**config.mk**
```make
export PLATFORM = sky130hd
export DESIGN_NAME = if_id_skid_register
export DESIGN_NICKNAME = d
export VERILOG_FILES = /design/src/rtl/if_id_skid_register_pkg.sv /design/src/rtl/if_id_skid_register.sv
export SDC_FILE = /design/constraint.sdc
export NUM_CORES = 1
export LEC_CHECK = 0
export CORE_MARGIN = 10
export CORE_UTILIZATION = 45
export CTS_BUF_LIST = sky130_fd_sc_hd__clkbuf_4
export CTS_CLUSTER_DIAMETER = 150
export DETAILED_ROUTE_END_ITERATION = 7
export GPL_TIMING_DRIVEN = 0
export PLACE_DENSITY = 0.78
export SYNTH_ARGS = -nofsm -noshare
export SYNTH_HDL_FRONTEND = slang
export SYNTH_SLANG_ARGS = --single-unit
```
**constraint.sdc**
```tcl
create_clock -name clk -period 1.3 [get_ports clk]
set_clock_uncertainty 0.05 [all_clocks]
set_input_delay 0.195 -clock clk [delete_from_list [all_inputs] [get_ports clk]]
set_output_delay 0.195 -clock clk [all_outputs]
set_load 0.02 [all_outputs]
```
**src/rtl/if_id_skid_register_pkg.sv**
```systemverilog
// ----------------------------------------------------------------------------
// if_id_skid_register_pkg
//
// Shared pipeline definitions for the fetch/decode boundary and later pipeline
// registers.
//   occ_state_e    : occupancy of a two-entry skid register (empty/one/full).
//   FETCH_INSTR_W  : default instruction width.
//   FETCH_PC_W     : default PC width.
//   BUBBLE_INSTR_DEFAULT : instruction word used as a bubble (NOP encoding).
//   fetch_bundle_t : {instr, pc} pair at the default widths.
// ----------------------------------------------------------------------------
package if_id_skid_register_pkg;

    typedef enum logic [1:0] {
        OccEmpty = 2'd0,
        OccOne   = 2'd1,
        OccFull  = 2'd2
    } occ_state_e;

    localparam int unsigned FETCH_INSTR_W = 32;
    localparam int unsigned FETCH_PC_W    = 32;

    localparam logic [FETCH_INSTR_W-1:0] BUBBLE_INSTR_DEFAULT = '0;

    typedef struct packed {
        logic [FETCH_INSTR_W-1:0] instr;
        logic [FETCH_PC_W-1:0]    pc;
    } fetch_bundle_t;

endpackage

```
**src/rtl/if_id_skid_register.sv**
```systemverilog
// ----------------------------------------------------------------------------
// if_id_skid_register
//
// IF->ID pipeline register with a valid/ready handshake and a one-entry skid
// buffer, so in_ready can be a pure function of registered state without ever
// dropping an entry. One cycle latency, one instruction per cycle throughput.
// A flush empties the register and parks a bubble on the outputs.
//
// Ports:
//   clk        : clock, rising edge.
//   reset      : synchronous active-high reset (priority over flush).
//   flush      : discard all held entries and any entry offered this cycle.
//   in_valid   : IF offers in_instr / in_pc.
//   in_ready   : an entry can be accepted this cycle (registered).
//   in_instr   : fetched instruction.
//   in_pc      : PC of the fetched instruction.
//   out_valid  : out_instr / out_pc hold a live entry.
//   out_ready  : ID consumes the entry this cycle.
//   out_instr  : instruction to decode.
//   out_pc     : PC to decode.
// ----------------------------------------------------------------------------
module if_id_skid_register
    import if_id_skid_register_pkg::*;
#(
    parameter int unsigned         INSTR_W      = FETCH_INSTR_W,
    parameter int unsigned         PC_W         = FETCH_PC_W,
    parameter logic [INSTR_W-1:0]  BUBBLE_INSTR = INSTR_W'(BUBBLE_INSTR_DEFAULT)
) (
    input  logic               clk,
    input  logic               reset,
    input  logic               flush,
    input  logic               in_valid,
    output logic               in_ready,
    input  logic [INSTR_W-1:0] in_instr,
    input  logic [PC_W-1:0]    in_pc,
    output logic               out_valid,
    input  logic               out_ready,
    output logic [INSTR_W-1:0] out_instr,
    output logic [PC_W-1:0]    out_pc
);

    // Same layout as fetch_bundle_t, sized by this instance's parameters.
    typedef struct packed {
        logic [INSTR_W-1:0] instr;
        logic [PC_W-1:0]    pc;
    } bundle_t;

    localparam bundle_t BUBBLE = '{instr: BUBBLE_INSTR, pc: '0};

    occ_state_e r_state;
    occ_state_e w_state_next;

    bundle_t r_main;
    bundle_t r_skid;
    bundle_t w_in;

    logic w_accept;
    logic w_pop;
    logic w_load_main_in;
    logic w_load_main_skid;
    logic w_load_skid;

    assign w_in     = '{instr: in_instr, pc: in_pc};
    assign w_accept = in_valid & in_ready;
    assign w_pop    = out_valid & out_ready;

    // ------------------------------------------------------------------------
    // State register
    // ------------------------------------------------------------------------
    always_ff @(posedge clk) begin
        if (reset) begin
            r_state <= OccEmpty;
        end else begin
            r_state <= w_state_next;
        end
    end

    // ------------------------------------------------------------------------
    // Next-state logic
    // ------------------------------------------------------------------------
    always_comb begin
        w_state_next = r_state;
        if (flush) begin
            w_state_next = OccEmpty;
        end else begin
            unique case (r_state)
                OccEmpty: begin
                    if (w_accept) w_state_next = OccOne;
                end
                OccOne: begin
                    if (w_accept && !w_pop) begin
                        w_state_next = OccFull;
                    end else if (!w_accept && w_pop) begin
                        w_state_next = OccEmpty;
                    end
                end
                OccFull: begin
                    if (w_pop) w_state_next = OccOne;
                end
                default: w_state_next = OccEmpty;
            endcase
        end
    end

    // ------------------------------------------------------------------------
    // Outputs: handshake flags depend on registered state only
    // ------------------------------------------------------------------------
    always_comb begin
        in_ready  = (r_state != OccFull);
        out_valid = (r_state != OccEmpty);
    end

    assign out_instr = r_main.instr;
    assign out_pc    = r_main.pc;

    // ------------------------------------------------------------------------
    // Data path enables
    // ------------------------------------------------------------------------
    always_comb begin
        w_load_main_in   = w_accept &&
                           ((r_state == OccEmpty) || ((r_state == OccOne) && w_pop));
        w_load_skid      = w_accept && (r_state == OccOne) && !w_pop;
        w_load_main_skid = (r_state == OccFull) && w_pop;
    end

    always_ff @(posedge clk) begin
        if (reset || flush) begin
            r_main <= BUBBLE;
        end else if (w_load_main_in) begin
            r_main <= w_in;
        end else if (w_load_main_skid) begin
            r_main <= r_skid;
        end
    end

    // A flush leaves stale skid data behind; it is unreachable until the
    // state machine passes through ONE again, which rewrites the skid first.
    always_ff @(posedge clk) begin
        if (reset) begin
            r_skid <= BUBBLE;
        end else if (w_load_skid) begin
            r_skid <= w_in;
        end
    end

endmodule

```
==> results of run 1 <==
==> sequential cells by signal, summed over array words and instances, names as in the netlist <==
name	count
out_instr	32
out_pc	32
r_skid	64
r_state	2
==> routing by layer <==
layer	global-route usage	wire, um	vias to the layer above
met5	0	0	-
met4	0.05894	256	0
met1	0.2278	6941	2289
met3	0.04689	709	20
met2	0.3158	8225	146
li1	-	-	2229
==> logic make-up after synthesis <==
family                 Yosys count
AND/OR/NAND/NOR                141
multiplexers                     3
AO/OA/AOI/OAI                  195
buffers and inverters           47
flip-flops                     130
==> critical path, cell delays in order, from the launching register on <==
cell,delay [ns]
dfxtp_2,0.37
nand3b_1,0.26
buf_6,0.21
clkbuf_4,0.19
o21a_1,0.21
o221a_1,0.14
==> timing repair <==
item | in CTS | in global routing
hold endpoints to repair | 0 | 0
setup buffers | 9 | 13
gates resized for setup | 412 | 135
endpoints found under the setup margin | 191 | 194
hold buffers | 0 | 0
pin swaps | 1 | 1
cloned | 1 | 5
==> where the power goes <==
group	switching [W]	internal, W	total, W
combinational	0.000556	0.000655	0.00121
sequential	0.0000862	0.00412	0.00420
clock	0.00156	0.00194	0.00350
total	0.00220	0.00671	0.00891
==> final timing paths <==
check | slack, ns | end | start | cells past startpoint
max | -0.25 | out_pc[21] | r_state[0] | 5
min | 0.20 | r_skid[45] | in_instr[13] | 3
max reg2reg | -0.25 | out_pc[21] | r_state[0] | 5
min reg2reg | 0.41 | r_skid[40] | r_skid[40] | 2
==> cell usage in the layout, fill, tap and decap left out, types with 2 or more instances in the layout <==
master | Yosys | final
a21oi_2 | 0 | 34
clkbuf_16 | 0 | 5
a21oi_1 | 67 | 33
o21a_1 | 61 | 61
buf_6 | 6 | 60
o221a_1 | 46 | 46
clkdlybuf4s50_1 | 0 | 68
nand3b_1 | 2 | 2
buf_2 | 27 | 6
o221a_4 | 0 | 3
buf_8 | 0 | 11
clkbuf_1 | 13 | 12
dfxtp_1 | 130 | 64
dfxtp_2 | 0 | 65
inv_6 | 0 | 2
mux2i_2 | 0 | 2
o221a_2 | 15 | 12
clkbuf_4 | 0 | 24
buf_4 | 1 | 37
buf_12 | 0 | 2
clkinv_2 | 0 | 2
o31ai_1 | 3 | 3
clkinv_4 | 0 | 2
bufinv_16 | 0 | 6
or2_4 | 0 | 2
nand2_1 | 129 | 128
==> metrics by stage <==
stage / std cells / hold WS [ns] / setup WS (ns)
CTS: 831 / 0.1732 / -0.2444
detailed placement: 790 / 0.3966 / -0.7020
floorplan: 516 / 0.2103 / -0.05475
global placement: 790 / 0.3912 / -0.6631
finish: 849 / 0.1989 / -0.2511
global route: 849 / 0.1622 / -0.2908
==> layout make-up <==
type / count / area share
repair buffers: 161 / 0.2203
well taps: 140 / 0.02291
clock buffers: 18 / 0.01768
clock inverters: 13 / 0.03044
flip-flops and latches: 130 / 0.3516
diodes: 1 / 0.0003273
multi-input cells: 339 / 0.3038
plain buffers: 47 / 0.05303
==> results by group, run 1 <==
Status
  • Status: complete, but fails checks
  • Failing checks: setup timing

Clock network
  • CTS H-Tree Depth: 4
  • Num Clock Sinks: 130
  • Reg clk slew, reported paths: 0.12 ns
  • TritonCTS Buffers: 17
  • Root Buffer: clkbuf_4
  • Clk_lat worst skew: 0.51 ns
  • Clock Tree Buf Depth: 2
  • CTS tree: built

Synth
  • Avg Cell Area, Syn: 9.694 sq um
  • Distinct cells, synth: 25
  • Multiplexer share of the synthesized area: 0.006003
  • Yosys warns: 0
  • Post-synth EDFFs: 0
  • Commonest cells in the netlist: dfxtp_1 (130), nand2_1 (129), a21oi_1 (67)
  • Cell count after synthesis: 516
  • FFs w/ async S/R, synth: 0
  • Post-Synth Adder-Cell Area: 0
  • Synth top area cells: dfxtp_1 (52%), o221a_1 (10%), nand2_1 (9.7%), o21a_1 (9.2%), a21oi_1 (6.7%)
  • Synth Area in Compound Gates: 0.3049
  • Cell taking the most area after synthesis: dfxtp_1
  • Post-synthesis xor/xnor area fraction: 0
  • Synth top area share: 0.5203
  • Top_reg_cell synth: dfxtp_1
  • Post-Syn Nets: 585
  • Count leader, synth: dfxtp_1
  • Main combinational cell family by area after synthesis: compound AO/OA/AOI/OAI gates
  • Post-Synth Simple-Gate Area: 0.1171
  • Cell area after synthesis: 5002 sq um
  • Post-synthesis sequential area ratio: 0.5203
  • Seq cells post-synth: 130

GRT
  • Initial antenna violation count: 1
  • Tot GR Track Use: 0.1871
  • Pin count of the biggest net entering global routing: 17
  • Grt total ovfl: 0
  • Number of global-route vias before repair: 4690
  • Global-route wire length before repair: 24690 um

Critical path
  • CP required: 1.66 ns
  • Critical Path Sink Type: flip-flop
  • Kind of critical path: flip-flop to flip-flop
  • CP arrival: 1.91 ns
  • Crit path max fanout: 10
  • CP startpoint kind: flip-flop

Placement
  • Post-DP HPWL: 10510 um
  • Post-DP Area: 6521 sq um
  • RD Place Congestion: 0.7891
  • PortBufs: 134

Layout
  • Post-layout nets: 765
  • Share of post-route cells with drive strength above 1: 0.4025
  • Final Cell Area: 7645 sq um
  • P&R area growth vs syn: 52.83%
  • Area of all sequential standard cells: 2688 sq um
  • Finished Core Util: 0.7052
  • Fill count: 835
  • Area of the multi-input gates: 2322 sq um

STA
  • Worst-Margin Slew: 0.6453 ns
  • RSZ-0062 raised after global routing: yes
  • Worst slew margin: 0.5698
  • Fin crit period: 1.551 ns
  • Setup TNS: -13.40 ns
  • Slew Limit Fails: 0
  • Setup violators final: 111
  • Max frequency: 644.7 MHz
  • Hold Vio Cnt, Final: 0
  • Fin crit share: 1.193
  • Setup ws final: -0.2511 ns

Detailed routing
  • Routed vias/inst: 5.517
  • DR WL/cell: 19.00 um
  • 1st-iter DRT viols: 379
  • Antenna Nets Post-Route: 0
  • Vias: 4684
  • DRT Wirelength: 16130 um
  • Residual DRC: 0
  • Drt pass-1 iters: 4

Run
  • Maxcap violations: 0

Pwr
  • Design Power: 0.008910 W
  • Power Density: 1166 nW/um^2
  • Largest vdd supply drop: 0.5971 mV
  • Lkg Pwr: 2.883 nW

Floorplanning
  • Die Wd: 125.4 um
  • Die Span Y: 125.4 um
  • Die footprint: 15730 sq um
  • Ports: 135
  • CORE AREA: 10840 sq um
  • Rows: 38
  • Starting density of the core: 0.4614

Hold path
  • HP Class: primary input to flip-flop
(Power assumes the default switching activity.)
==> run 2, diff against run 1 <==
--- a/config.mk
+++ b/config.mk
@@ -10,7 +10,8 @@
 export CTS_BUF_LIST = sky130_fd_sc_hd__clkbuf_4
 export CTS_CLUSTER_DIAMETER = 150
 export DETAILED_ROUTE_END_ITERATION = 7
-export GPL_TIMING_DRIVEN = 0
+export GPL_TIMING_DRIVEN = 1
+export HOLD_SLACK_MARGIN = 0.15
 export PLACE_DENSITY = 0.78
 export SYNTH_ARGS = -nofsm -noshare
 export SYNTH_HDL_FRONTEND = slang
==> run 2 against run 1 <==
  * The run still ends with setup timing left
  * Global-route usage is 2.5 points higher
  * Routed wire length is 32% higher
  * Register-to-register slack worse by 0.06 ns
  * Final cell count is 1.2% higher
  * Setup slack worse by 0.062 ns
  * Sequential cell count stayed put
  * Sequential share of layout area is 4.2 points lower
  * Combinational power is 23% higher
  * Count of clock-buffer cells in the layout stayed put
  * Clock power is 16% lower
  * Power is 3.1% lower
  * Die area stayed put
  * Largest power group unchanged
==> results by group, run 2 (synthesized netlist as in run 1, its figures left out) <==
Status
  • Status: complete, but fails checks (unchanged)
  • Failing checks: setup timing (unchanged)

STA
  • Hold Vio Cnt, Final: 0 (unchanged)
  • Slew Limit Fails: 0 (unchanged)
  • Setup ws final: -0.3128 ns (was -0.2511 ns)
  • Worst-Margin Slew: 0.5495 ns (was 0.6453 ns)
  • RSZ-0062 raised after global routing: yes (unchanged)
  • Setup violators final: 134 (was 111)
  • Max frequency: 620.0 MHz (was 644.7 MHz)
  • Fin crit share: 1.241 (was 1.193)
  • Worst slew margin: 0.6337 (was 0.5698)
  • Fin Hold WS: 0.2074 ns (was 0.1989 ns)
  • Fin crit period: 1.613 ns (was 1.551 ns)

Critical path
  • Kind of critical path: flip-flop to flip-flop (unchanged)
  • CP top delay family: buffers and inverters (unchanged)
  • Worst path slowest cell: dfxtp_4 (was dfxtp_2)
  • Cell mode on critical path: buf_12
  • Crit path max fanout: 7 (was 10)
  • CP startpoint kind: flip-flop (unchanged)
  • Critical Path Sink Type: flip-flop (unchanged)
  • Crit path buffers/inverters: 4 (was 2)
  • CP arrival: 2.00 ns (was 1.91 ns)
  • CP peak stage delay: 0.40 ns (was 0.37 ns)
  • CP required: 1.68 ns (was 1.66 ns)
  • Critical-path cell list: nand3b_1 -> buf_6 -> o21ai_4 -> buf_12 -> buf_12 -> buf_16 -> o221a_4 (was nand3b_1 -> buf_6 -> clkbuf_4 -> o21a_1 -> o221a_1)

Placement
  • PortBufs: 134 (unchanged)
  • Post-DP Area: 6566 sq um (was 6521 sq um)
  • Placed cell count: 767 (was 790)
  • Post-DP HPWL: 9758 um (was 10510 um)
  • Place WS: -0.5117 ns (was -0.7020 ns)
  • RD Place Congestion: 0.8259 (was 0.7891)

Run
  • Maxcap violations: 0 (unchanged)

Layout
  • Finished Core Util: 0.8014 (was 0.7052)
  • Max reg flops: 64 (unchanged)
  • Post-layout nets: 774 (was 765)
  • Fill count: 597 (was 835)
  • Area of the multi-input gates: 2908 sq um (was 2322 sq um)
  • Share of post-route cells with drive strength above 1: 0.5446 (was 0.4025)
  • Largest Register: r_skid (unchanged)
  • Commonest non-fill, non-tap cell in the layout: nand2_1 (unchanged)
  • Non-Filler Instances: 859 (was 849)
  • P&R area growth vs syn: 73.66% (was 52.83%)
  • Final Cell Area: 8687 sq um (was 7645 sq um)
  • Most frequent cells in the layout: nand2_1 (68), clkdlybuf4s50_1 (67), dfxtp_1 (67) (was nand2_1 (128), clkdlybuf4s50_1 (68), dfxtp_2 (65))
  • Area of all sequential standard cells: 2689 sq um (was 2688 sq um)

GRT
  • Number of global-route vias before repair: 5031 (was 4690)
  • Global-route wire length before repair: 27570 um (was 24690 um)
  • Grt total ovfl: 0 (unchanged)
  • Initial antenna violation count: 1 (unchanged)
  • Pin count of the biggest net entering global routing: 48 (was 17)
  • Tot GR Track Use: 0.2120 (was 0.1871)

Floorplanning
  • Ports: 135 (unchanged)
  • Rows: 38 (unchanged)
  • Starting density of the core: 0.4614 (unchanged)
  • Die Wd: 125.4 um (unchanged)
  • Die Span Y: 125.4 um (unchanged)
  • Die footprint: 15730 sq um (unchanged)
  • CORE AREA: 10840 sq um (unchanged)

Clock network
  • Clock Tree Buf Depth: 2 (unchanged)
  • CTS H-Tree Depth: 4 (unchanged)
  • Reg clk slew, reported paths: 0.12 ns (about the same)
  • Root Buffer: clkbuf_4 (unchanged)
  • TritonCTS Buffers: 17 (unchanged)
  • Clk_lat worst skew: 0.55 ns (was 0.51 ns)
  • Num Clock Sinks: 130 (unchanged)
  • CTS tree: built (unchanged)

Detailed routing
  • 1st-iter DRT viols: 554 (was 379)
  • Vias: 5245 (was 4684)
  • Drt pass-1 iters: 5 (was 4)
  • Antenna Nets Post-Route: 0 (unchanged)
  • DRT Wirelength: 21320 um (was 16130 um)
  • DR WL/cell: 24.82 um (was 19.00 um)
  • Routed vias/inst: 6.106 (was 5.517)
  • Residual DRC: 0 (unchanged)

Pwr
  • Largest vdd supply drop: 0.5779 mV (was 0.5971 mV)
  • Power Density: 994.0 nW/um^2 (was 1166 nW/um^2)
  • Lkg Pwr: 3.629 nW (was 2.883 nW)

Hold path
  • HP Class: primary input to flip-flop (unchanged)
## run 2: cell types whose count changed in the layout (fill, tap and decap cells not counted), moves of 12 or more
cell,previous run,this run
clkbuf_1,12,0
a21oi_2,34,62
nand2_1,128,68
buf_6,60,44
buf_12,2,18
buf_4,37,63
a21oi_1,33,5
nand2_4,0,53
## run 2: tightest hold or removal path, delay by kind of cell
family | cells | cell delay [ns]
compound gates | 1 | 0.04
simple gates | 1 | 0.08
buf+inv | 1 | 0.44
## run 2: layout make-up
type / count / area share
Tap cell: 140 / 0.02016
Sequential cell: 130 / 0.3095
Clock inverter: 14 / 0.01901
Multi-Input combinational cell: 339 / 0.3347
Clock buffer: 18 / 0.01556
Timing Repair Buffer: 217 / 0.3007
Antenna cell: 1 / 0.0002881
## run 2: metrics by stage
stage | TNS, ns | total power (W)
2_1_floorplan | -2.513 | 0.004732
3_3_place_gp | -57.74 | 0.005297
3_5_place_dp | -60.98 | 0.005318
4_1_cts | -18.86 | 0.008329
5_1_grt | -34.67 | 0.008904
6_report | -28.50 | 0.008635
## run 2: power by group
group	total (W)	internal, W	switching [W]
combinational	0.00149	0.000763	0.000723
sequential	0.00420	0.00411	0.0000887
clock	0.00295	0.00134	0.00160
## run 2: timing repair
| item | 4_1_cts | 5_1_grt |
|---|---|---|
| cloned | 13 | 15 |
| gates resized for setup | 369 | 289 |
| pin swaps | 20 | 136 |
| hold buffers | 1 | 0 |
| setup buffers | 9 | 26 |
| endpoints found under the hold margin | 29 | 0 |
| endpoints found under the setup margin | 195 | 194 |
## run 2: final timing paths
check                           slack (ns)  cells past startpoint            end   startpoint
worst max-delay path                 -0.31                      7  out_instr[10]   r_state[0]
worst min-delay path                  0.21                      3     r_skid[39]  in_instr[7]
worst max register to register       -0.31                      7  out_instr[10]   r_state[0]
worst min register to register        0.42                      2     r_skid[54]   r_skid[54]
## run 2: per-layer routing
metal  part of all wire  track usage  routed length [um]  vias up
li1                   -            -                   -     2259
met1               0.38       0.2587                8038     2617
met3              0.080      0.04858                1699       68
met4              0.040      0.08537                 844        0
met2               0.50       0.3524               10740      301
met5                  0            0                   0        -
